[src/rtl/adder_mul_sqrt_2_pkg.sv]
// Shared definitions for the sqrt(2) scaling butterflies: coefficient, FSM encoding
// and the round/saturate helper also used by the div_sqrt_2 family.
package adder_mul_sqrt_2_pkg;

  localparam int DATA_N    = 3;
  localparam int FRAC_BITS = 8;

  typedef enum logic [1:0] {
    IDLE = 2'd0,
    CALC = 2'd1,
    DONE = 2'd2
  } state_t;

  // floor(sqrt(2) * 2**frac) by bitwise integer square root of 2 * 4**frac (frac <= 29).
  function automatic longint unsigned sqrt2_fixed(input int frac);
    longint unsigned x;
    longint unsigned r;
    longint unsigned t;
    x = 64'd2 << (2 * frac);
    r = 64'd0;
    for (int b = 30; b >= 0; b--) begin
      t = r | (64'd1 << b);
      if (t * t <= x) r = t;
    end
    return r;
  endfunction

  localparam logic [FRAC_BITS:0] SQRT2_FRAC = (FRAC_BITS + 1)'(sqrt2_fixed(FRAC_BITS));

  // Round half up at the binary point, then clamp into a w-bit signed range.
  function automatic logic signed [63:0] round_sat(input logic signed [63:0] acc,
                                                   input int frac, input int w);
    logic signed [63:0] r;
    logic signed [63:0] hi;
    logic signed [63:0] lo;
    r  = (acc + (64'sd1 <<< (frac - 1))) >>> frac;
    hi = (64'sd1 <<< (w - 1)) - 64'sd1;
    lo = -(64'sd1 <<< (w - 1));
    if (r > hi) r = hi;
    else if (r < lo) r = lo;
    return r;
  endfunction

endpackage

[src/rtl/adder_mul_sqrt_2_mul_sqrt_2_serial.sv]
// One serial shift-add multiplier by sqrt(2): consumes one coefficient bit per step,
// MSB first, and registers the rounded/saturated result on the final step.
module mul_sqrt_2_serial
  import adder_mul_sqrt_2_pkg::*;
#(
  parameter int W    = 8,
  parameter int FRAC = 8,
  parameter int CW   = $clog2(FRAC + 1)
) (
  input  logic                clk,
  input  logic                rst,
  input  logic                load,
  input  logic                step,
  input  logic                last,
  input  logic [CW-1:0]       cnt,
  input  logic signed [W:0]   operand,
  output logic signed [W-1:0] result
);

  localparam int ACC_W = W + FRAC + 2;
  localparam logic [FRAC:0] K = (FRAC + 1)'(sqrt2_fixed(FRAC));

  logic signed [W:0]       op_q;
  logic signed [ACC_W-1:0] acc_q;
  logic signed [ACC_W-1:0] op_ext;
  logic signed [ACC_W-1:0] acc_next;

  // The final step's partial product is folded in before rounding, so the
  // result register sees the complete product in the same edge.
  always_comb begin
    op_ext   = {{(ACC_W - W - 1){op_q[W]}}, op_q};
    acc_next = acc_q;
    if (K[cnt]) acc_next = acc_q + (op_ext <<< cnt);
  end

  always_ff @(posedge clk or posedge rst) begin
    if (rst) begin
      op_q   <= '0;
      acc_q  <= '0;
      result <= '0;
    end else if (load) begin
      op_q  <= operand;
      acc_q <= '0;
    end else if (step) begin
      acc_q <= acc_next;
      if (last) begin
        result <= W'(round_sat({{(64 - ACC_W){acc_next[ACC_W-1]}}, acc_next}, FRAC, W));
      end
    end
  end

endmodule

[src/rtl/adder_mul_sqrt_2.sv]
// Inverse-scaling FFT butterfly: (a+b)*sqrt(2) and (a-b)*sqrt(2), computed serially
// with a valid/ready handshake on both sides.
module adder_mul_sqrt_2
  import adder_mul_sqrt_2_pkg::*;
#(
  parameter int N    = DATA_N,
  parameter int FRAC = FRAC_BITS
) (
  input  logic                     clk,
  input  logic                     rst,
  input  logic signed [2**N-1:0]   in_1,
  input  logic signed [2**N-1:0]   in_2,
  input  logic                     in_valid,
  output logic                     in_ready,
  output logic signed [2**N-1:0]   add_sqrt_2,
  output logic signed [2**N-1:0]   sub_sqrt_2,
  output logic                     out_valid,
  input  logic                     out_ready
);

  localparam int W  = 2**N;
  localparam int CW = $clog2(FRAC + 1);

  // Handshake: a transfer happens on a rising edge where valid and ready are both
  // high; in_ready is high only in IDLE, out_valid only in DONE, and results stay
  // stable in DONE until out_ready is seen high.
  state_t        state_q;
  state_t        state_d;
  logic [CW-1:0] cnt_q;
  logic          load;
  logic          step;
  logic          last;
  logic signed [W:0] sum;
  logic signed [W:0] diff;

  assign sum  = {in_1[W-1], in_1} + {in_2[W-1], in_2};
  assign diff = {in_1[W-1], in_1} - {in_2[W-1], in_2};

  always_comb begin
    state_d   = state_q;
    in_ready  = 1'b0;
    out_valid = 1'b0;
    load      = 1'b0;
    step      = 1'b0;
    last      = 1'b0;
    unique case (state_q)
      IDLE: begin
        in_ready = 1'b1;
        if (in_valid) begin
          load    = 1'b1;
          state_d = CALC;
        end
      end
      CALC: begin
        step = 1'b1;
        if (cnt_q == '0) begin
          last    = 1'b1;
          state_d = DONE;
        end
      end
      DONE: begin
        out_valid = 1'b1;
        if (out_ready) state_d = IDLE;
      end
      default: state_d = IDLE;
    endcase
  end

  always_ff @(posedge clk or posedge rst) begin
    if (rst) begin
      state_q <= IDLE;
      cnt_q   <= '0;
    end else begin
      state_q <= state_d;
      if (load) cnt_q <= CW'(FRAC);
      else if (step && cnt_q != '0) cnt_q <= cnt_q - 1'b1;
    end
  end

  mul_sqrt_2_serial #(.W(W), .FRAC(FRAC), .CW(CW)) u_sum (
    .clk     (clk),
    .rst     (rst),
    .load    (load),
    .step    (step),
    .last    (last),
    .cnt     (cnt_q),
    .operand (sum),
    .result  (add_sqrt_2)
  );

  mul_sqrt_2_serial #(.W(W), .FRAC(FRAC), .CW(CW)) u_diff (
    .clk     (clk),
    .rst     (rst),
    .load    (load),
    .step    (step),
    .last    (last),
    .cnt     (cnt_q),
    .operand (diff),
    .result  (sub_sqrt_2)
  );

endmodule
[config.mk]
export PLATFORM = sky130hd
export DESIGN_NAME = adder_mul_sqrt_2
export DESIGN_NICKNAME = d
export VERILOG_FILES = /design/src/rtl/adder_mul_sqrt_2_pkg.sv /design/src/rtl/adder_mul_sqrt_2_mul_sqrt_2_serial.sv /design/src/rtl/adder_mul_sqrt_2.sv
export SDC_FILE = /design/constraint.sdc
export NUM_CORES = 1
export LEC_CHECK = 0
export CORE_MARGIN = 2
export CORE_UTILIZATION = 40
export DETAILED_ROUTE_END_ITERATION = 6
export PLACE_DENSITY = 0.6
export SYNTH_ARGS = -nofsm -noshare
export SYNTH_HDL_FRONTEND = slang
export SYNTH_HIERARCHICAL = 1
export SYNTH_SLANG_ARGS = --single-unit
[constraint.sdc]
create_clock -name clk -period 9.25 [get_ports clk]
set_input_delay 1.85 -clock clk [delete_from_list [all_inputs] [get_ports clk]]
set_output_delay 1.85 -clock clk [all_outputs]
set_load 0.02 [all_outputs]
==> Yosys cells after proc, flatten, opt, wreduce, memory -nomap -nowiden <==
Memory sizes are Yosys's and may differ from the RTL's.
Cells that the tools add are included.
{ "totals": {"register_bits": 76, "mem_bits_ro": 16, "memories": 1, "output_inout_bits": 18, "inputBits": 20, "wordCells": 61} }
{ "classes": {"shifts": 2, "addsub": 7, "n_eq_ne": 5, "n_bitwise": 1, "order_cmp": 5, "n_mux": 24, "reduce_logical": 8} }
{ "memory_table": {"columns": ["name", "depth", "width", "read_ports", "rd_ports_with_merged_regs", "wr", "line_no", "text"], "rows": [
  ["(name not given)", 16, 1, 1, 0, 0, "adder_mul_sqrt_2_mul_sqrt_2_serial.sv:33", "if (K[cnt]) acc_next = acc_q + (op_ext <<< cnt);"]
]} }
{ "op_table": {"columns": ["op", "count"], "rows": [
  ["$mux W18", 6],
  ["$add A18 B9 Y19 const B", 2],
  ["$add A18 B18 Y18", 2],
  ["$sshl A9 B4 Y18", 2],
  ["$mux W8", 4],
  ["$gt A11 B8 Y1 const B", 2],
  ["$lt A11 B8 Y1 const B", 2],
  ["$add A8 B8 Y9", 1],
  ["$sub A8 B8 Y9", 1],
  ["$mux W1", 8],
  ["$mux W4", 2],
  ["$mux W2", 3],
  ["$ne A2 B2 Y1 const B", 3],
  ["$pmux W2 S3", 1],
  ["$reduce_and A3 Y1", 2],
  ["$lt A4 B5 Y1 const B", 1],
  ["$logic_not A4 Y1", 1],
  ["$reduce_bool A2 Y1", 2],
  ["$reduce_bool A4 Y1", 1],
  ["$sub A4 B1 Y4 const B", 1],
  ["$eq A2 B1 Y1 const B", 1],
  ["$eq A2 B2 Y1 const B", 1],
  ["$logic_not A2 Y1", 1],
  ["$logic_and A1 B1 Y1", 1],
  ["$not A1 Y1", 1]
]} }

==> Logic depth before layout (Yosys ltp) <==
Gate-level depths: netlist (run 1).
{ "depth": {"depth_word": 7, "ltp_mapped": 20, "ltp_nobuf": 18} }

==> Cells and area by module <==
The synthesis (run 1) kept the hierarchy.
{ "by_module_without_submodules": {"columns": ["module", "cells_per_inst", "instances", "area_per_inst_um2", "seq_area_each_um2"], "rows": [
  ["mul_sqrt_2_serial", 371, 2, 3299.4, 875.8],
  ["adder_mul_sqrt_2", 133, 1, 1019.7, 150.1]
]} }

==> Worst setup path after synthesis (run 1) <==
Ideal clock, no wire load.
{ "synth_timing": {"path_kind": "reg2reg", "from": "register cnt_q[0]", "to": "register u_diff.result[0]", "stages_incl_launch_ff": 17, "t_arrival_ns": 3.987, "setup_slack_ns": 5.123, "period_less_slack_ns": 4.127, "setup_ns": 0.139, "required_time_ns": 9.111, "n_path_buf": 2, "path_cell_list": "dfrtp_1 -> buf_2 -> buf_1 -> mux4_2 -> mux2i_1 -> o22ai_1 -> ha_1 -> nand4_1 -> or3_1 -> a21oi_2 -> nor4_1 -> or2_1 -> a31oi_4 -> a211o_1 -> nor3_2 -> a21oi_2 -> a31oi_1"} }
{ "synth_via": {"elab_chain_len": 7, "elab_cells_between_ends": 14, "cone_classes": "add/sub: 2; order compare: 2; shift: 1; mux: 6; reduce/logical: 2; memory: 1"} }
{ "synth_lines": {"columns": ["item", "line_no", "text"], "rows": [
  ["from (decl)", "adder_mul_sqrt_2.sv:29", "logic [CW-1:0] cnt_q;"],
  ["from (signal assigned)", "adder_mul_sqrt_2.sv:75", "if (load) cnt_q <= CW'(FRAC);"],
  ["from (signal assigned)", "adder_mul_sqrt_2.sv:76", "else if (step && cnt_q != '0) cnt_q <= cnt_q - 1'b1;"],
  ["$sshl A9 B4 Y18 / $mem_v2 Z16 W1 (equally long branches)", null, null],
  ["$add A18 B18 Y18 / $mux W1 (equally long branches)", null, null],
  ["$mux W18", "adder_mul_sqrt_2_mul_sqrt_2_serial.sv:33", null],
  ["$add A18 B9 Y19", "adder_mul_sqrt_2_pkg.sv:36", "r = (acc + (64'sd1 <<< (frac - 1))) >>> frac;"],
  ["$lt A11 B8 Y1", "adder_mul_sqrt_2_pkg.sv:40", "else if (r < lo) r = lo;"],
  ["$mux W8", "adder_mul_sqrt_2_pkg.sv:40", null],
  ["$mux W8", "adder_mul_sqrt_2_pkg.sv:39", "if (r > hi) r = hi;"],
  ["to (signal assigned)", "adder_mul_sqrt_2_mul_sqrt_2_serial.sv:47", "result <= W'(round_sat({{(64 - ACC_W){acc_next[ACC_W-1]}}, acc_next}, FRAC, W));"],
  ["to (decl)", "adder_mul_sqrt_2_mul_sqrt_2_serial.sv:17", "output logic signed [W-1:0] result"]
]} }
Several ways; a longest one is shown, not always the timed one. The select of a mux whose other input is x is not followed.
A chain may end at the register's enable or synchronous reset.

==> Worst setup path in the final report (run 1) <==
{ "layout_timing": {"from": "register cnt_q[0]", "to": "register u_diff.result[3]"} }
The elaborated chain is that of the path after synthesis.

==> results of run 1 <==
-- cell type report --
type	instances	area share, %
clock buffer	9	2.663
clock inverter	5	0.9321
inverter	36	1.598
multi-input combinational	722	63.68
sequential	76	22.49
tap	234	3.462
timing repair buffer	46	5.178
-- sequential cells by signal, indices dropped and copies added, names as in the netlist --
name	flops
u_diff/acc_q	18
u_sum/acc_q	18
u_diff/op_q	9
u_sum/op_q	9
u_diff/result	8
u_sum/result	8
cnt_q	4
state_q	2
-- kinds of logic after synthesis --
logic type	count (synthesis)	synth area share, %
compound gates	269	26.52
xor+xnor	45	5.370
fa+ha+maj	57	9.755
buf+inv	77	4.549
flops	76	24.96
mux	60	8.901
simple gates	291	19.94
-- Yosys cell counts, drive strengths merged, types with 7 or more instances --
| cell type | count | area [um^2] |
|---|---|---|
| mux2 | 22 | 247.7 |
| or3 | 7 | 43.79 |
| ha | 53 | 663.1 |
| nor3 | 27 | 165.2 |
| a21o | 17 | 130.1 |
| o211ai | 12 | 110.1 |
| o21ai | 43 | 222.7 |
| and2 | 11 | 76.33 |
| buf | 16 | 77.57 |
| a211oi | 27 | 202.7 |
| a21oi | 82 | 493.0 |
| nand2 | 55 | 206.5 |
| nor2 | 107 | 414.2 |
| o21bai | 8 | 67.56 |
| nor2b | 16 | 100.1 |
| nand2b | 11 | 68.82 |
| nand3 | 9 | 45.04 |
| dfrtp | 76 | 1902 |
| clkbuf | 25 | 133.9 |
| o21a | 13 | 97.59 |
| inv | 34 | 127.6 |
| xor2 | 19 | 181.4 |
| o31ai | 7 | 80.08 |
| mux2i | 34 | 340.3 |
| xnor2 | 26 | 227.7 |
| a31oi | 17 | 136.4 |
-- through the flow --
stage / hold slack (ns) / setup WS [ns] / instances / utilization [%] / cell area (um^2)
after floorplan: 0.4867 / 5.123 / 875 / - / 7619
after global placement: 0.5020 / 4.854 / 1114 / 43.59 / 8153
after detailed placement: 0.4862 / 4.831 / 1114 / 43.59 / 8153
after CTS: 0.5009 / 4.818 / 1128 / 45.21 / 8457
after global routing: 0.5483 / 4.424 / 1128 / 45.21 / 8457
final: 0.4872 / 4.806 / 1128 / 45.21 / 8457
-- worst max-delay path, delay by kind of cell, from the launching register on --
| kind | cells | cell delay (ns) |
|---|---|---|
| DFF | 1 | 0.32 |
| muxes | 1 | 0.60 |
| buffers and inverters | 1 | 0.36 |
| adders and majority gates | 2 | 0.53 |
| AOI/OAI and AO/OA | 9 | 1.94 |
| and+or+nand+nor | 3 | 0.61 |
-- final timing paths --
| check | startpoint | to | slack [ns] | cells after the start |
|---|---|---|---|---|
| worst min-delay path | u_diff/result[7] | u_diff/result[7] | 0.49 | 2 |
| worst max-delay path | cnt_q[0] | u_diff/result[3] | 4.81 | 16 |
| worst max register to register | cnt_q[0] | u_diff/result[3] | 4.81 | 16 |
| max in group asynchronous | rst | u_diff/acc_q[2] | 6.92 | 3 |
| worst min register to register | u_diff/result[7] | u_diff/result[7] | 0.49 | 2 |
| min in group asynchronous | rst | state_q[1] | 1.81 | 2 |
-- layer usage --
layer  GRT usage, %  share of wire (%)  vias to the layer above
li1               -                  -                     3231
met1          26.53                 52                     2971
met2          28.58                 43                       90
met3          2.826                2.3                       21
met4          6.421                2.1                        0
met5              0                  0                        -
==> results.py, run 1 <==
metrics = {
    "status": {
        "outcome": "complete, no violations",
    },
    "grt": {
        "grt_overflow": 0,
        "grt_pass1_wl_mm": 30.39,
        "grt_max_degree": 59,
        "antenna_found_initial": 0,
        "grt_pass1_vias": 6033,
        "grt_usage_pct": 18.56,
    },
    "timing": {
        "finalCriticalPeriod_ns": 4.444,
        "finalHoldViolCount": 0,
        "fin_crit_sh_pct": 48.05,
        "finalSetupTns_ns": 0,
        "slew_headroom_pct": 20.96,
        "tightest_slew_ns": 1.185,
        "setup_viol": 0,
        "finClkSkew_ns": 0.005814,
        "fmax_mhz": 225.0,
        "slew_violations": 0,
        "rsz0062_at_grt": "false",
    },
    "synth": {
        "synth_edf_count": 0,
        "synth.distinct_cells": 81,
        "synthArstFlopShare_pct": 100.0,
        "yosysWarnings": 6,
        "ys.flop_type": "dfrtp_1",
        "yosysSeqAreaShare_pct": 24.96,
        "syn_nets": 952,
        "mappedNetlistArea_um2": 7619,
        "syn_area_per_cell_um2": 8.707,
        "ys_ff_latch": 76,
        "syn-instance-count": 875,
    },
    "floorplanning": {
        "die-area_um2": 20170,
        "die_h_um": 142.0,
        "die_x_um": 142.0,
        "core_um2": 18710,
        "start_util_pct": 40.73,
        "ios": 38,
        "num_rows": 50,
    },
    "placement": {
        "dp_hpwl_mm": 13.53,
        "port_buffers": 37,
        "gp_congestion": 0.9125,
    },
    "setup_path": {
        "critical_path_arrival_ns": 4.71,
        "crit_path_max_incr_delay_ns": 0.60,
        "path_class": "flop to flop",
        "crit_top_cell": "ha_1",
        "crit_chain": "buf_4 > mux4_2 > a21oi_1 > nor2_1 > ha_1 > a21o_1 > a211o_1 > o21ai_0 > a22o_2 > ha_1 > o2111ai_1 > nor2_2 > and4_4 > a41o_4 > o21ai_1 > a31oi_1",
        "cp_slowest_cell": "mux4_2",
        "cp.required_ns": 9.52,
        "cp-end-kind": "flop",
        "cp_max_fo": 33,
        "start_kind": "flop",
    },
    "final_layout": {
        "final.fill_count": 1836,
        "layout_common_cells": "nor2_1 (102), dfrtp_1 (76), a21oi_1 (68), nand2_1 (55), ha_1 (53)",
        "syn_to_final_growth_pct": 11.00,
        "regArea_um2": 1902,
        "antenna_cells": 0,
        "multi_input_area_um2": 5385,
        "layout_commonest_cell": "nor2_1",
        "drive_above_1_share_pct": 14.65,
        "fin_nets": 968,
    },
    "detailed_routing": {
        "drt_iter0_markers": 384,
        "post_drt_wl_per_cell_um": 15.77,
        "via_count": 6313,
        "totalWireLength_mm": 17.79,
        "ant_nets": 0,
        "viasPerCell": 5.597,
        "drc": 0,
        "firstDrtPassIters": 5,
    },
    "clocking": {
        "cts_resized": 0,
        "postCtsHoldBufs": 0,
        "clockRootBuffer": "clkbuf_16",
        "numCtsBuffers": 9,
        "cts_tree": "built",
        "clk_latency_ns": 0.35,
        "cts_setup_buffers": 0,
        "clk_pin_slew_ns": 0.06,
        "cts_num_sinks": 76,
        "cts.path.max_buffers": 2,
        "htreeDepth": 3,
    },
    "flow_run": {
        "cap_violations": 0,
    },
    "hold_path": {
        "hp-class": "flop to flop",
    },
}
Power of run 1 is not shown: default switching activity piles up to over one toggle a cycle in this logic, so the estimate is an artifact.
==> run 2, diff against run 1 <==
--- a/config.mk
+++ b/config.mk
@@ -8,7 +8,7 @@
 export CORE_MARGIN = 2
 export CORE_UTILIZATION = 40
 export DETAILED_ROUTE_END_ITERATION = 6
-export PLACE_DENSITY = 0.6
+export PLACE_DENSITY = 0.62
 export SYNTH_ARGS = -nofsm -noshare
 export SYNTH_HDL_FRONTEND = slang
 export SYNTH_HIERARCHICAL = 1
==> constraint.sdc (replaced) <==
create_clock -name clk -period 3.6 [get_ports clk]
set_input_delay 0.72 -clock clk [delete_from_list [all_inputs] [get_ports clk]]
set_output_delay 0.72 -clock clk [all_outputs]
set_load 0.02 [all_outputs]
==> run 2 against run 1 <==
  * Sequential share of layout area is 5.3 points lower
  * Worst setup slack worse by 5.2 ns
  * Critical path type unchanged
  * Cell area is 31% higher
  * Cell count is 20% higher
  * Clock skew is 0.0029 ns higher
  * Critical endpoint is now u_sum/result[6]
  * Worst hold slack better by 0.0064 ns
  * The run now ends with setup timing left
  * Register-to-register slack worse by 5.2 ns
  * Fmax is 11% higher
  * Critical path depth is 4 higher
  * First-iteration DRC count is 0.26% lower
  * Routed wire length is 20% higher
==> results.py, run 2 (synthesis gave the netlist of run 1 again) <==
metrics = {
    "timing": {
        "tightest_slew_ns": 0.8950,
        "slew_headroom_pct": 40.29,
        "setup_viol": 17,
        "finClkSkew_ns": 0.008708,
        "layout_setup_ws_ns": -0.3884,
        "finalHoldViolCount": 0,
        "rsz0062_at_grt": "true",
        "finalCriticalPeriod_ns": 3.988,
        "fin_crit_sh_pct": 110.8,
        "slew_violations": 0,
        "fmax_mhz": 250.7,
    },
    "clocking": {
        "htreeDepth": 3,
        "clk_latency_ns": 0.35,
        "cts.path.max_buffers": 2,
        "cts_num_sinks": 76,
        "numCtsBuffers": 9,
        "clk_pin_slew_ns": 0.06,
        "clockRootBuffer": "clkbuf_16",
        "cts_tree": "built",
    },
    "setup_path": {
        "critical_path_arrival_ns": 4.21,
        "cp-end-kind": "flop",
        "r2r_slack_ns": -0.39,
        "crit_path_max_incr_delay_ns": 0.41,
        "cp_slowest_cell": "dfrtp_1",
        "crit_chain": "buf_12 > mux2i_2 > mux2i_1 > buf_4 > nand2_1 > o21a_1 > nor2_1 > ha_2 > nand4b_1 > a21o_1 > and3b_1 > o31ai_4 > ha_2 > o2111ai_4 > nor2_2 > and4_4 > o32ai_4 > buf_12 > o21ai_2 > a31oi_1",
        "cp.required_ns": 3.82,
        "start_kind": "flop",
        "cp_max_fo": 7,
        "cp_num_buf_inv": 3,
        "path_class": "flop to flop",
        "cp_top_family": "compound AO/OA/AOI/OAI gates",
    },
    "detailed_routing": {
        "via_count": 7355,
        "ant_nets": 0,
        "drc": 0,
        "post_drt_wl_per_cell_um": 15.80,
        "firstDrtPassIters": 4,
        "totalWireLength_mm": 21.30,
        "viasPerCell": 5.456,
        "drt_iter0_markers": 383,
    },
    "final_layout": {
        "layout_common_cells": "buf_4 (211), nor2_1 (97), dfrtp_1 (75), nand2_1 (51), a21oi_1 (51)",
        "syn_to_final_growth_pct": 45.31,
        "largestRegisters": "u_diff/acc_q: 18 flops, u_sum/acc_q: 18 flops",
        "layout_commonest_cell": "buf_4",
        "drive_above_1_share_pct": 42.01,
        "fin_cells": 1348,
        "antenna_cells": 0,
        "design_area_um2": 11070,
        "fin_nets": 1186,
    },
    "grt": {
        "grt.met2_usage_pct": 35.06,
        "top_usage_layer": "met2",
        "grt_usage_pct": 21.17,
        "globalRouteMet1Util_pct": 29.22,
        "grt_overflow": 0,
        "grt_max_degree": 52,
        "grt_util_met3_pct": 2.322,
        "grt_pass1_wl_mm": 34.98,
        "antenna_found_initial": 0,
        "grt_pass1_vias": 7123,
    },
    "status": {
        "outcome": "finished with violations",
        "violations": "setup timing",
    },
    "floorplanning": {
        "die-area_um2": 20170,
        "start_util_pct": 40.73,
        "die_h_um": 142.0,
        "ios": 38,
        "die_x_um": 142.0,
        "num_rows": 50,
        "core_um2": 18710,
    },
    "placement": {
        "pre_cts_slack_ns": -0.4576,
        "port_buffers": 37,
        "dp.cells": 1286,
        "gp_congestion": 0.9011,
        "dp_hpwl_mm": 15.21,
        "dpl-instance-area_um2": 9575,
    },
    "flow_run": {
        "cap_violations": 0,
    },
    "hold_path": {
        "hp-class": "flop to flop",
    },
}
[run 2: cell types whose count changed in the layout (fill, tap and decap cells not counted), sizes merged]
cell	change
inv	+1
bufinv	-1
clkbuf	+1
clkinvlp	+1
buf	+218
[run 2: metal layers]
metal,part of all wire [%],routed length [um],vias up
met5,0,0,-
met4,1.7,366,0
met3,2.2,465,24
met2,48,10160,115
met1,48,10310,3556
li1,-,-,3660
[run 2: timing repair]
action | in CTS | in global routing
cloned | 0 | 0
resized for setup | 83 | 77
pin swaps | 86 | 60
endpoints found under the setup margin | 22 | 27
hold buffers | 0 | 0
setup buffers | 29 | 18
[run 2: tightest hold or removal path, cell delays in order (launching register included)]
cell,delay (ns)
dfrtp_1,0.35
nand2_1,0.06
o31ai_1,0.05
[run 2: layout make-up]
| cell class | instances | area, um^2 |
|---|---|---|
| clock buffer | 10 | 239.0 |
| timing repair buffer | 264 | 2191 |
| clock inverter | 6 | 72.57 |
| sequential | 76 | 1903 |
| multi-input combinational | 722 | 6237 |
| tap | 234 | 292.8 |
| inverter | 36 | 135.1 |
| fill | 1561 | 7635 |
[run 2: path summary, 6_finish.rpt]
path                                   from               end  depth (start not counted)
max                                cnt_q[0]   u_sum/result[6]                         20
min                        u_diff/result[7]  u_diff/result[7]                          2
max reg2reg                        cnt_q[0]   u_sum/result[6]                         20
min reg2reg                u_diff/result[7]  u_diff/result[7]                          2
max in group asynchronous               rst   u_diff/acc_q[1]                          3
min in group asynchronous               rst        state_q[1]                          2
[run 2: per-stage QoR]
step	TNS, ns	hold slack (ns)	utilization, %
floorplan	-1.804	0.4842	-
CTS	-4.068	0.4978	56.19
global route	-9.146	0.5313	59.18
global placement	-5.985	0.4655	51.19
finish	-4.995	0.4936	59.18
detailed placement	-6.713	0.4817	51.19
Power of run 2 is left out for the same reason.
